--- src/rtl/clock_pkg.sv ---
// clock_pkg
// Shared time-of-day definitions for the RTC blocks.
//   - field widths and the largest legal value of each time field
//   - time_t: packed {hour, min, sec} layout, 24 bits, binary
//   - time_valid(): range check applied to every externally loaded time
//   - time_inc(): one-second advance with minute/hour carry and midnight wrap
package clock_pkg;

    localparam int HOUR_W = 8;
    localparam int MIN_W  = 8;
    localparam int SEC_W  = 8;
    localparam int TIME_W = HOUR_W + MIN_W + SEC_W;

    localparam logic [HOUR_W-1:0] MAX_HOUR = 8'd23;
    localparam logic [MIN_W-1:0]  MAX_MIN  = 8'd59;
    localparam logic [SEC_W-1:0]  MAX_SEC  = 8'd59;

    typedef struct packed {
        logic [HOUR_W-1:0] hour;
        logic [MIN_W-1:0]  min;
        logic [SEC_W-1:0]  sec;
    } time_t;

    function automatic logic time_valid(input time_t t);
        return (t.hour <= MAX_HOUR) && (t.min <= MAX_MIN) && (t.sec <= MAX_SEC);
    endfunction

    function automatic time_t time_inc(input time_t t);
        time_t r;
        r = t;
        if (t.sec == MAX_SEC) begin
            r.sec = '0;
            if (t.min == MAX_MIN) begin
                r.min = '0;
                if (t.hour == MAX_HOUR) begin
                    r.hour = '0;
                end else begin
                    r.hour = t.hour + 1'b1;
                end
            end else begin
                r.min = t.min + 1'b1;
            end
        end else begin
            r.sec = t.sec + 1'b1;
        end
        return r;
    endfunction

endpackage

--- src/rtl/tick_gen.sv ---
// tick_gen
// Prescaler that turns the system clock into a periodic enable strobe.
// No clock is derived; tick is a single-cycle qualifier in the clk domain.
// Ports:
//   clk   in  system clock
//   rst_n in  asynchronous active-low reset, counter returns to 0
//   en    in  1 = count, 0 = counter frozen
//   clr   in  synchronous clear to 0, wins over counting
//   tick  out high in the cycle the counter wraps (CLK_HZ/TICK_HZ-1 -> 0)
// CLK_HZ/TICK_HZ must be an integer of at least 2.
module tick_gen #(
    parameter int CLK_HZ  = 50_000_000,
    parameter int TICK_HZ = 1
) (
    input  logic clk,
    input  logic rst_n,
    input  logic en,
    input  logic clr,
    output logic tick
);

    localparam int DIV   = CLK_HZ / TICK_HZ;
    localparam int CNT_W = (DIV > 1) ? $clog2(DIV) : 1;
    localparam logic [CNT_W-1:0] LAST = CNT_W'(DIV - 1);

    logic [CNT_W-1:0] cnt_q;
    logic [CNT_W-1:0] cnt_d;
    logic             wrap;

    assign wrap = en && (cnt_q == LAST);
    assign tick = wrap;

    // Next count: a clear restarts a full period even if this cycle would wrap.
    always_comb begin
        cnt_d = cnt_q;
        if (clr) begin
            cnt_d = '0;
        end else if (en) begin
            cnt_d = wrap ? '0 : cnt_q + 1'b1;
        end
    end

    // Counter register; reset discards any partially elapsed period.
    always_ff @(posedge clk or negedge rst_n) begin
        if (!rst_n) begin
            cnt_q <= '0;
        end else begin
            cnt_q <= cnt_d;
        end
    end

endmodule

--- src/rtl/rtc_timekeeper.sv ---
// rtc_timekeeper
// Real-time clock holding hour/min/sec in binary, 24-hour form, with one alarm.
// Ports:
//   clk, rst_n   system clock, asynchronous active-low reset
//   run          1 = advance on prescaler ticks, 0 = hold time and freeze prescaler
//   set_valid    strobe loading set_time (range checked)
//   set_time     {hour, min, sec}
//   alarm_wr     strobe loading alarm_time (range checked)
//   alarm_time   {hour, min, sec}
//   alarm_en     enables alarm_hit
//   mode12       selects 12-hour presentation on disp_hour
//   time_out     current time, 24-hour form
//   disp_hour    hour for display (24-hour, or 12/1..11 when mode12=1)
//   pm           hour >= 12, independent of mode12
//   sec_pulse    one-cycle pulse when time advances on a tick
//   alarm_hit    one-cycle pulse when time becomes equal to the alarm
//   set_err      one-cycle pulse when a set or alarm load is out of range
module rtc_timekeeper
    import clock_pkg::*;
#(
    parameter int CLK_HZ  = 50_000_000,
    parameter int TICK_HZ = 1
) (
    input  logic              clk,
    input  logic              rst_n,
    input  logic              run,
    input  logic              set_valid,
    input  logic [TIME_W-1:0] set_time,
    input  logic              alarm_wr,
    input  logic [TIME_W-1:0] alarm_time,
    input  logic              alarm_en,
    input  logic              mode12,
    output logic [TIME_W-1:0] time_out,
    output logic [HOUR_W-1:0] disp_hour,
    output logic              pm,
    output logic              sec_pulse,
    output logic              alarm_hit,
    output logic              set_err
);

    localparam logic [HOUR_W-1:0] NOON = 8'd12;

    time_t time_q, time_d;
    time_t alarm_q, alarm_d;
    logic  sec_pulse_q, sec_pulse_d;
    logic  alarm_hit_q, alarm_hit_d;
    logic  set_err_q, set_err_d;

    logic  tick;
    logic  set_ok;
    logic  set_bad;
    logic  alarm_ok;
    logic  alarm_bad;

    assign set_ok    = set_valid && time_valid(time_t'(set_time));
    assign set_bad   = set_valid && !time_valid(time_t'(set_time));
    assign alarm_ok  = alarm_wr && time_valid(time_t'(alarm_time));
    assign alarm_bad = alarm_wr && !time_valid(time_t'(alarm_time));

    // An accepted set restarts the prescaler so the new second lasts a full period.
    tick_gen #(
        .CLK_HZ  (CLK_HZ),
        .TICK_HZ (TICK_HZ)
    ) u_tick_gen (
        .clk   (clk),
        .rst_n (rst_n),
        .en    (run),
        .clr   (set_ok),
        .tick  (tick)
    );

    // Next-state for time, alarm and the strobes. A set in the same cycle as a
    // tick swallows the tick. The alarm fires only on a transition into
    // equality, so re-loading the alarm time while already matching is silent.
    always_comb begin
        time_d      = time_q;
        alarm_d     = alarm_q;
        sec_pulse_d = 1'b0;
        alarm_hit_d = 1'b0;
        set_err_d   = set_bad || alarm_bad;

        if (set_ok) begin
            time_d = time_t'(set_time);
        end else if (tick) begin
            time_d      = time_inc(time_q);
            sec_pulse_d = 1'b1;
        end

        if (alarm_ok) begin
            alarm_d = time_t'(alarm_time);
        end

        alarm_hit_d = alarm_en && (set_ok || tick) &&
                      (time_d == alarm_q) && (time_q != alarm_q);
    end

    // State and strobe registers.
    always_ff @(posedge clk or negedge rst_n) begin
        if (!rst_n) begin
            time_q      <= '0;
            alarm_q     <= '0;
            sec_pulse_q <= 1'b0;
            alarm_hit_q <= 1'b0;
            set_err_q   <= 1'b0;
        end else begin
            time_q      <= time_d;
            alarm_q     <= alarm_d;
            sec_pulse_q <= sec_pulse_d;
            alarm_hit_q <= alarm_hit_d;
            set_err_q   <= set_err_d;
        end
    end

    // Display hour: midnight and noon both show as 12 in 12-hour mode.
    always_comb begin
        pm        = (time_q.hour >= NOON);
        disp_hour = time_q.hour;
        if (mode12) begin
            if (time_q.hour == '0) begin
                disp_hour = NOON;
            end else if (time_q.hour > NOON) begin
                disp_hour = time_q.hour - NOON;
            end
        end
    end

    assign time_out  = time_q;
    assign sec_pulse = sec_pulse_q;
    assign alarm_hit = alarm_hit_q;
    assign set_err   = set_err_q;

endmodule

--- config.mk ---
export PLATFORM = sky130hd
export DESIGN_NAME = rtc_timekeeper
export DESIGN_NICKNAME = d
export VERILOG_FILES = /design/src/rtl/clock_pkg.sv /design/src/rtl/tick_gen.sv /design/src/rtl/rtc_timekeeper.sv
export SDC_FILE = /design/constraint.sdc
export NUM_CORES = 1
export LEC_CHECK = 0
export CORE_ASPECT_RATIO = 1.2
export CORE_UTILIZATION = 35
export DETAILED_ROUTE_END_ITERATION = 8
export DONT_BUFFER_PORTS = 1
export GPL_ROUTABILITY_DRIVEN = 0
export PLACE_DENSITY_LB_ADDON = 0.15
export SYNTH_ARGS = -nofsm -noshare
export SYNTH_HDL_FRONTEND = slang
export SYNTH_SLANG_ARGS = --single-unit
--- constraint.sdc ---
create_clock -name clk -period 3.7 [get_ports clk]
set_clock_uncertainty 0.2 [all_clocks]
set_input_delay 0.74 -clock clk [delete_from_list [all_inputs] [get_ports clk]]
set_output_delay 0.74 -clock clk [all_outputs]
set_load 0.01 [all_outputs]
==> impl_metrics.env <==
export IMPL_cts_tree="yes"
export IMPL_dieArea_um2=16300
export IMPL_final_net_count=726
export IMPL_grt_pass1_vias=5290
export IMPL_initial_core_utilization=0.363
export IMPL_worst_setup_path_type="register to register"
export IMPL_grt_antenna_before_repair=0
export IMPL_totalNegativeSetupSlack_ns=0
export IMPL_root_driver="sky130_fd_sc_hd__clkbuf_16"
export IMPL_reg2reg_slack_ns=0.24
export IMPL_routed_wire_length_per_instance_um=23.2
export IMPL_run_status="completed"
export IMPL_global_route_overflow_total=0
export IMPL_worstSetupStartpointType="register"
export IMPL_reg2regPathDepth=9
export IMPL_global_route_usage_over_all_layers=0.260
export IMPL_cts_htree_levels=3
export IMPL_grt_start_max_net_pins=78
export IMPL_n_antenna_cell=0
export IMPL_register_bit_total_from_synthesis=77
export IMPL_ant_nets=0
export IMPL_synth_lib_cells_used_distinct=73
export IMPL_worst_slew_pin_transition_ns=0.607
export IMPL_slew_viol_final=0
export IMPL_grt_setup_unrepaired="false"
export IMPL_synth_enable_flop_cells=0
export IMPL_clock_latency_ns=0.36
export IMPL_postSynth_asyncResetShare=1.00
export IMPL_netlist_area_leader_share=0.349
export IMPL_timing_final_crit_period_ns=3.46
export IMPL_synth_largest_area_cell="sky130_fd_sc_hd__dfrtp_1"
export IMPL_worst_ep_arrival_time_ns=3.51
export IMPL_first_iter_violations=521
export IMPL_hpwlAfterDp_um=15500
export IMPL_final_period_utilization=0.934
export IMPL_chipHeight_um=140
export IMPL_synth_net_count=720
export IMPL_timing_rr_start="u_tick_gen.cnt_q[10]"
export IMPL_die_width_um=117
export IMPL_via_density=6.11
export IMPL_regToRegEndpoint="alarm_hit"
export IMPL_postCtsSetupRepairBufs=0
export IMPL_final_core_util=0.409
export IMPL_top_level_ports=91
export IMPL_post_route_drc=0
export IMPL_report_final_setup_viol=0
export IMPL_synth_seq_area_share=0.349
export IMPL_cp_endpoint="alarm_hit"
export IMPL_clock_tree_buffer_depth=2
export IMPL_routed_via_count=5329
export IMPL_syn_area_per_cell_um2=8.41
export IMPL_layout_drive_gt1_share=0.112
export IMPL_syn2layout_area_growth_pct=12.6
export IMPL_numClockSinks=77
export IMPL_timing_fmax_ghz=0.289
export IMPL_worst_hold_path_type="input pin to async pin"
export IMPL_cts_buffers=9
export IMPL_router_iterations_before_antenna_repair=6
export IMPL_fp_row_count=49
export IMPL_synth_cell_area_um2=5520
export IMPL_synth_top_flop_cell="sky130_fd_sc_hd__dfrtp_1"
export IMPL_floorplan_core_area_um2=15200
export IMPL_critical_path_endpoint_type="register"
export IMPL_cts_clk_slew_worst_paths_ns=0.06
export IMPL_max_vdd_ir_drop_mv=0.366
export IMPL_synthesis_yosys_warnings=0
export IMPL_crit_path_required_time_ns=3.75
export IMPL_leakagePower_uw=0.00256
export IMPL_preCtsSetupSlack_ns=0.306
export IMPL_synth_common_cells="77 x sky130_fd_sc_hd__dfrtp_1, 68 x sky130_fd_sc_hd__nor2_1, 57 x sky130_fd_sc_hd__nand2_1"
export IMPL_io_buffer_count=0
export IMPL_critPathLaunch="u_tick_gen.cnt_q[10]"
export IMPL_timing_max_cap_violations=0
export IMPL_p_per_area_nw_per_um2=394
export IMPL_finalWorstSetupSlack_ns=0.244
export IMPL_synth_area_leaders="sky130_fd_sc_hd__dfrtp_1 35%, sky130_fd_sc_hd__xnor2_1 5.4%, sky130_fd_sc_hd__nor2_1 4.6%"
export IMPL_hold_violations=0
export IMPL_yosys_cell_count_top_type="sky130_fd_sc_hd__dfrtp_1"
export IMPL_synthesis_instances=657
export IMPL_finalWirelength_um=20300
export IMPL_cp_max_fo=8
export IMPL_slew_headroom=0.592
export IMPL_first_pass_grt_wire_length_um=30800
==> flip-flops by register name, summed over array words and instances (netlist names) <==
register          flops
u_tick_gen.cnt_q     26
alarm_q              24
time_out             24
alarm_hit             1
sec_pulse             1
set_err               1
==> report_power, final <==
| part | switching [µW] | internal, µW | leakage (µW) | total, µW |
|---|---|---|---|---|
| combinational | 265 | 180 | 0.00143 | 446 |
| sequential | 107 | 914 | 0.000975 | 1020 |
| clock | 374 | 611 | 0.000160 | 985 |
| total | 746 | 1710 | 0.00256 | 2450 |
==> placed cells by master, fill, tap and decap left out, types with 7 or more instances in the layout <==
cell,synthesis,routed
sky130_fd_sc_hd__a21oi_1,34,34
sky130_fd_sc_hd__a22oi_1,7,7
sky130_fd_sc_hd__a31oi_1,9,9
sky130_fd_sc_hd__and2_1,11,11
sky130_fd_sc_hd__and3_1,16,16
sky130_fd_sc_hd__and4_1,10,10
sky130_fd_sc_hd__buf_4,1,30
sky130_fd_sc_hd__clkbuf_16,0,9
sky130_fd_sc_hd__dfrtp_1,77,77
sky130_fd_sc_hd__ha_1,8,8
sky130_fd_sc_hd__inv_1,27,27
sky130_fd_sc_hd__mux2_2,8,8
sky130_fd_sc_hd__mux2i_1,8,8
sky130_fd_sc_hd__nand2_1,57,57
sky130_fd_sc_hd__nand2b_1,7,7
sky130_fd_sc_hd__nand3_1,22,22
sky130_fd_sc_hd__nand4_1,23,23
sky130_fd_sc_hd__nor2_1,68,68
sky130_fd_sc_hd__nor2b_1,7,7
sky130_fd_sc_hd__nor3_1,19,19
sky130_fd_sc_hd__nor4_1,16,16
sky130_fd_sc_hd__o21ai_0,38,38
sky130_fd_sc_hd__o31ai_1,8,8
sky130_fd_sc_hd__or3_1,9,9
sky130_fd_sc_hd__xnor2_1,34,34
sky130_fd_sc_hd__xor2_1,21,21
==> area by class of cell <==
type / instances / area [µm²]
Clock buffer: 11 / 243
Clock inverter: 5 / 82.6
Fill cell: 1597 / 8990
Inverter: 27 / 101
Multi-Input combinational cell: 517 / 3360
Sequential cell: 77 / 1930
Tap cell: 204 / 255
Timing Repair Buffer: 31 / 253
==> logic make-up after synthesis <==
kind of cell,synth area share
AND/OR/NAND/NOR,0.300
AO/OA/AOI/OAI,0.168
flip-flops,0.349
buffers and inverters,0.0467
XOR/XNOR,0.0872
multiplexers,0.0308
adder cells (fa/ha/maj),0.0181
==> what timing repair did <==
item                                    4_1_cts  5_1_grt
endpoints found under the setup margin        0        1
hold buffers                                  1        0
hold endpoints to repair                     77        0
resized for setup                             0        1
==> metrics by stage <==
step	total power (µW)	instance area, µm²	hold WS (ns)	instances
floorplan	1300	5520	0.244	657
global placement	1440	5860	0.250	855
detailed placement	1450	5860	0.250	855
CTS	2460	6210	0.104	872
global route	2560	6220	0.123	872
finish	2450	6220	0.0675	872
==> worst min path at each step <==
stage,cells past startpoint,slack (ns),endpoint
floorplan,0,0.24,alarm_hit
global placement,0,0.25,time_out[22]
detailed placement,0,0.25,time_out[22]
CTS,1,0.10,time_out[20]
global route,1,0.12,time_out[22]
finish,1,0.07,alarm_q[21]
==> worst max-delay path, stage by stage (launching register included) <==
cell	delay, ns
sky130_fd_sc_hd__dfrtp_1	0.45
sky130_fd_sc_hd__nor4_4	0.38
sky130_fd_sc_hd__and4_1	0.49
sky130_fd_sc_hd__buf_4	0.22
sky130_fd_sc_hd__o211ai_1	0.09
sky130_fd_sc_hd__mux2i_1	0.49
sky130_fd_sc_hd__o31ai_1	0.15
sky130_fd_sc_hd__a211oi_2	0.41
sky130_fd_sc_hd__nand3_1	0.15
sky130_fd_sc_hd__nor4_2	0.30
==> per-layer routing <==
layer / GRT usage / share of wire / vias up / wire length (µm)
li1: - / - / 2412 / -
met1: 0.295 / 0.35 / 2526 / 7120
met2: 0.422 / 0.48 / 311 / 9710
met3: 0.0771 / 0.10 / 80 / 2110
met4: 0.166 / 0.065 / 0 / 1310
met5: 0 / 0 / - / 0
Note: power is estimated with default switching activity, not from simulation.
